==> config.mk <==
export PLATFORM = sky130hd
export DESIGN_NAME = regfile_decode
export DESIGN_NICKNAME = d
export VERILOG_FILES = /design/src/rtl/regfile_decode.sv
export SDC_FILE = /design/constraint.sdc
export NUM_CORES = 2
export LEC_CHECK = 0
export CAP_MARGIN = 25
export CORE_MARGIN = 5
export CORE_UTILIZATION = 50
export CTS_BUF_LIST = sky130_fd_sc_hd__clkbuf_4
export CTS_CLUSTER_DIAMETER = 40
export DETAILED_ROUTE_END_ITERATION = 7
export PLACE_DENSITY = 0.67
export SYNTH_ARGS = -nofsm -noshare
export SYNTH_HDL_FRONTEND = slang
export SYNTH_SLANG_ARGS = --single-unit
==> constraint.sdc <==
create_clock -name clk -period 12.85 [get_ports clk]
set_input_delay 3.855 -clock clk [delete_from_list [all_inputs] [get_ports clk]]
set_output_delay 3.855 -clock clk [all_outputs]
set_load 0.05 [all_outputs]
==> src/rtl/regfile_decode.sv <==
// -----------------------------------------------------------------------------
// regfile_decode
//   Register file with a generalised ADDR_W-to-2**ADDR_W one-hot write decoder.
//   It sits between writeback and operand fetch.
//   It provides one write port, two asynchronous read ports, a sticky per-register
//   "written" bitmap and a saturating count of distinct registers written.
//
// Optional feature macro: REGFILE_BYPASS_EN
//   When defined, a read of the address being written in the same cycle returns
//   wdata combinationally (write-before-read).
//   When undefined, reads return the stored value, so there is no wdata->rdata path.
//
// Ports
//   clk       in   1         clock, all state updates on the rising edge
//   resetn    in   1         synchronous active-low reset
//   we        in   1         write enable
//   waddr     in   ADDR_W    write address
//   wdata     in   DATA_W    write data
//   raddr1/2  in   ADDR_W    read addresses
//   rdata1/2  out  DATA_W    combinational read data
//   wsel      out  NREG      one-hot decode of waddr gated by we
//   written   out  NREG      bit i set once register i accepted a write
//   wr_count  out  ADDR_W+1  number of distinct registers written, saturating
// -----------------------------------------------------------------------------
module regfile_decode #(
  parameter int DATA_W   = 32,
  parameter int ADDR_W   = 5,
  parameter int ZERO_REG = 1
) (
  input  logic                   clk,
  input  logic                   resetn,
  input  logic                   we,
  input  logic [ADDR_W-1:0]      waddr,
  input  logic [DATA_W-1:0]      wdata,
  input  logic [ADDR_W-1:0]      raddr1,
  input  logic [ADDR_W-1:0]      raddr2,
  output logic [DATA_W-1:0]      rdata1,
  output logic [DATA_W-1:0]      rdata2,
  output logic [(2**ADDR_W)-1:0] wsel,
  output logic [(2**ADDR_W)-1:0] written,
  output logic [ADDR_W:0]        wr_count
);

  localparam int NREG = 2**ADDR_W;
  localparam logic [ADDR_W:0] CNT_MAX = (ADDR_W+1)'(NREG);

  logic [DATA_W-1:0] r_mem [NREG];
  logic [NREG-1:0]   r_written;
  logic [ADDR_W:0]   r_wr_count;

  logic [NREG-1:0]   w_wsel;
  logic [NREG-1:0]   w_wen;
  logic              w_new_reg;

  // Decode stage.
  // wsel reports every decoded write, including register 0.
  // w_wen holds only the writes that actually update storage.
  always_comb begin
    w_wsel = '0;
    for (int i = 0; i < NREG; i++) begin
      w_wsel[i] = we && (waddr == ADDR_W'(i));
    end
    w_wen = w_wsel;
    if (ZERO_REG != 0) begin
      w_wen[0] = 1'b0;
    end
  end

  // An effective write to a register not yet marked bumps the count.
  assign w_new_reg = |(w_wen & ~r_written);

  // Storage / bookkeeping stage.
  // Reset clears everything and wins over a simultaneous write.
  always_ff @(posedge clk) begin
    if (!resetn) begin
      for (int i = 0; i < NREG; i++) begin
        r_mem[i] <= '0;
      end
      r_written  <= '0;
      r_wr_count <= '0;
    end else begin
      for (int i = 0; i < NREG; i++) begin
        if (w_wen[i]) begin
          r_mem[i] <= wdata;
        end
      end
      r_written <= r_written | w_wen;
      // The guard prevents wrap-around, even though NREG-ZERO_REG is never exceeded.
      if (w_new_reg && (r_wr_count != CNT_MAX)) begin
        r_wr_count <= r_wr_count + 1'b1;
      end
    end
  end

  // Read stage.
  // Zero forcing comes last, so a hard-wired register 0 is never bypassed.
  always_comb begin
    rdata1 = r_mem[raddr1];
`ifdef REGFILE_BYPASS_EN
    if (we && (raddr1 == waddr)) begin
      rdata1 = wdata;
    end
`endif
    if ((ZERO_REG != 0) && (raddr1 == '0)) begin
      rdata1 = '0;
    end
  end

  always_comb begin
    rdata2 = r_mem[raddr2];
`ifdef REGFILE_BYPASS_EN
    if (we && (raddr2 == waddr)) begin
      rdata2 = wdata;
    end
`endif
    if ((ZERO_REG != 0) && (raddr2 == '0)) begin
      rdata2 = '0;
    end
  end

  assign wsel     = w_wsel;
  assign written  = r_written;
  assign wr_count = r_wr_count;

endmodule

==> results by group <==
Run status
  – Outcome: finished, final reports clean

Clocking
  – CTS sink count: around 1000
  – Max clock buf depth: 4
  – TritonCTS Buffers: 285
  – Hold buffers post-CTS: 0
  – H-tree Lvls: 5
  – Post-CTS Setup Inserts: 0
  – Root Buffer: clkbuf_4
  – Skew-Pair Late Insertion Delay: between 1 and 1.5 ns
  – Post-CTS sizing: 0
  – Reg clk slew, reported paths: 0.07 ns
  – TritonCTS clock tree: done

Yosys
  – Synthesized net count: 2936
  – Top_reg_cell synth: edfxtp_1
  – Post-synth top area share: about 60%
  – Post-synthesis sequential area ratio: 61.0%
  – Post-Syn Instances: ~2900
  – Syn Area/Cell: roughly 17 µm²
  – Post-synth ARST share: 0%
  – Cell taking the most area after synthesis: edfxtp_1
  – Area of the mapped netlist: 50100 µm²
  – Post-synth EDFFs: between 900 and 1000
  – Most common cell in the netlist: edfxtp_1
  – Synth warnings: 0
  – Top post-synthesis cells by area: edfxtp_1 59%, mux4_2 26%, nor2_1 4.2%
  – Synth cell types: 41
  – Most common library cells after synthesis: 992 x edfxtp_1, 576 x mux4_2, 562 x nor2_1
  – Flops & latches, synth: between 1000 and 1500

Run
  – Max cap viols: 0

Drt
  – Via-to-Cell Ratio: ~6.7
  – Vias post-DR: between 30000 and 40000
  – DR WL/cell: around 34 µm
  – Initial drt markers: 4143
  – Post-route DRC: 0
  – Post-DRT Antenna Nets: 0
  – WL final: 155000 µm
  – DRT Pass-1 Iters: 6

Timing
  – Hold_ws: a little under 0.5 ns
  – Layout Skew: 0.0545 ns
  – Tcrit/Tclk final: about 85%
  – Max transition margin: about a quarter
  – FMAX: about 90 MHz
  – Final Max Slew Viols: 0
  – Setup TNS after final layout: 0 ns
  – Final Hold Vio Count: 0
  – Slew @ Worst Pin: roughly 1.1 ns
  – Number of setup violations in the final report: 0
  – RSZ-0062 raised after global routing: false
  – Clock period minus worst slack: between 10 and 15 ns

Hold path
  – Hold Path Class: flop to flop

Place
  – Dpl hpwl: 85200 µm
  – Routability cong.: 0.836
  – Buffers on Ports: 182
  – DP Cell Count: roughly 4200

Finish
  – Nets: roughly 3200
  – Area growth syn-to-layout: 13.6%
  – Non-filler cells, final: 4635
  – Layout cells sized above 1: 38.5%
  – # fillers: 7570

Power and ir drop
  – PwrDens: 142 nW/µm²
  – Peak supply drop: 0.0853 mV
  – Leakage power: 0.0192 µW
  – Total power: a little over 8000 µW

Setup path
  – Worst path required time: 8.99 ns
  – Worst-path fanout max: 34
  – Setup CP Type: input port to primary output
  – Arr. time, crit path: between 7 and 8 ns
  – Crit. End Element: primary output
  – Crit path launch type: input port

Die
  – Die footprint: ~110000 µm²
  – Io pins: roughly 180
  – CORE AREA: between 90000 and 100000 µm²
  – Die width: approximately 330 µm
  – Initial Util: between 50% and 60%
  – Site row count: 116
  – Die H: approximately 330 µm

GRT
  – Pin count of the biggest net entering global routing: 111
  – Vias in the first global route: around 33000
  – Wire length of the first global-routing pass: 223000 µm
  – Congestion Overflow GR: 0
  – Total global routing track utilization: between 20% and 30%
  – Antenna violations before repair: 3
==> kinds of logic (layout without fill, tap and decap cells) <==
| kind of cell | count (synthesis) | count (layout) | synth area share (%) |
|---|---|---|---|
| buffers and inverters | 331 | 776 | 2.59 |
| AND/OR/NAND/NOR | 689 | 689 | 5.54 |
| AO/OA/AOI/OAI | 120 | 120 | 1.92 |
| adder cells (fa/ha/maj) | 2 | 2 | 0.0500 |
| multiplexers | 712 | 712 | 28.9 |
| other | 1 | 9 | 0.00749 |
| flip-flops | 1029 | 1029 | 61.0 |
==> where the power goes <==
| part | internal (µW) | leakage, µW | switching, µW |
|---|---|---|---|
| logic | 532 | 0.00732 | 694 |
| registers | 3920 | 0.00982 | 107 |
| clock network | 1500 | 0.00201 | 1330 |
==> critical path: stages <==
cell             delay, ns
clkdlybuf4s50_1       0.58
nand4bb_1             0.71
or3_2                 0.63
buf_4                 0.34
inv_1                 0.19
clkdlybuf4s50_1       0.82
==> through the flow <==
stage / util (%) / setup slack (ns) / instance area (µm²)
global route: 57.1 / 1.71 / 56900
global placement: 53.6 / 1.81 / 53500
floorplan: - / 2.87 / 50100
CTS: 57.0 / 1.80 / 56800
finish: 57.1 / 1.87 / 56900
detailed placement: 53.7 / 1.80 / 53500
==> state kept, by name, indices dropped and copies added (netlist names) <==
name,flops
written,31
r_mem,992
wr_count,6
==> metal layers <==
metal	share of wire (%)	vias to the layer above	GRT usage, %	wire length, µm
met3	11	352	7.20	17000
li1	-	12300	-	-
met4	3.8	2	11.1	5930
met2	50	2186	48.0	77300
met1	35	16400	37.6	55100
met5	0.0077	-	0	12
==> placed cells by master, fill, tap and decap left out, types with 6 or more instances in the layout <==
cell type / count
buf_12: 17
mux2i_1: 8
edfxtp_1: 992
o21a_1: 32
clkdlybuf4s50_1: 171
nor2_1: 562
mux4_2: 576
o21ai_4: 14
clkinv_2: 8
nand2_2: 24
mux2_2: 128
diode_2: 8
nand2_1: 44
inv_1: 51
nor3_1: 14
a22o_1: 64
buf_4: 76
nand2b_2: 7
dfxtp_1: 37
nand2b_1: 6
clkbuf_4: 406
clkinv_1: 32
==> cell type report <==
class / instances / area, µm² / share of cell area (%)
Sequential cell: 1029 / 30500 / 53.7
Multi-Input combinational cell: 1524 / 18500 / 32.5
Clock buffer: 406 / 3050 / 5.36
Timing Repair Buffer: 271 / 2700 / 4.75
Tap cell: 1298 / 1620 / 2.85
Clock inverter: 48 / 269 / 0.473
Inverter: 51 / 191 / 0.336
Antenna cell: 8 / 20.0 / 0.0352
==> worst paths after layout <==
check                endpoint  slack [ns]        start  cells after the start
setup reg to reg  wr_count[3]       10.71   written[8]                      5
setup / recovery      wsel[2]        1.87     waddr[3]                      6
hold reg to reg   written[24]        0.49  written[24]                      1
hold / removal    written[24]        0.49  written[24]                      1
No activity file was read; power rests on OpenSTA's default activity.
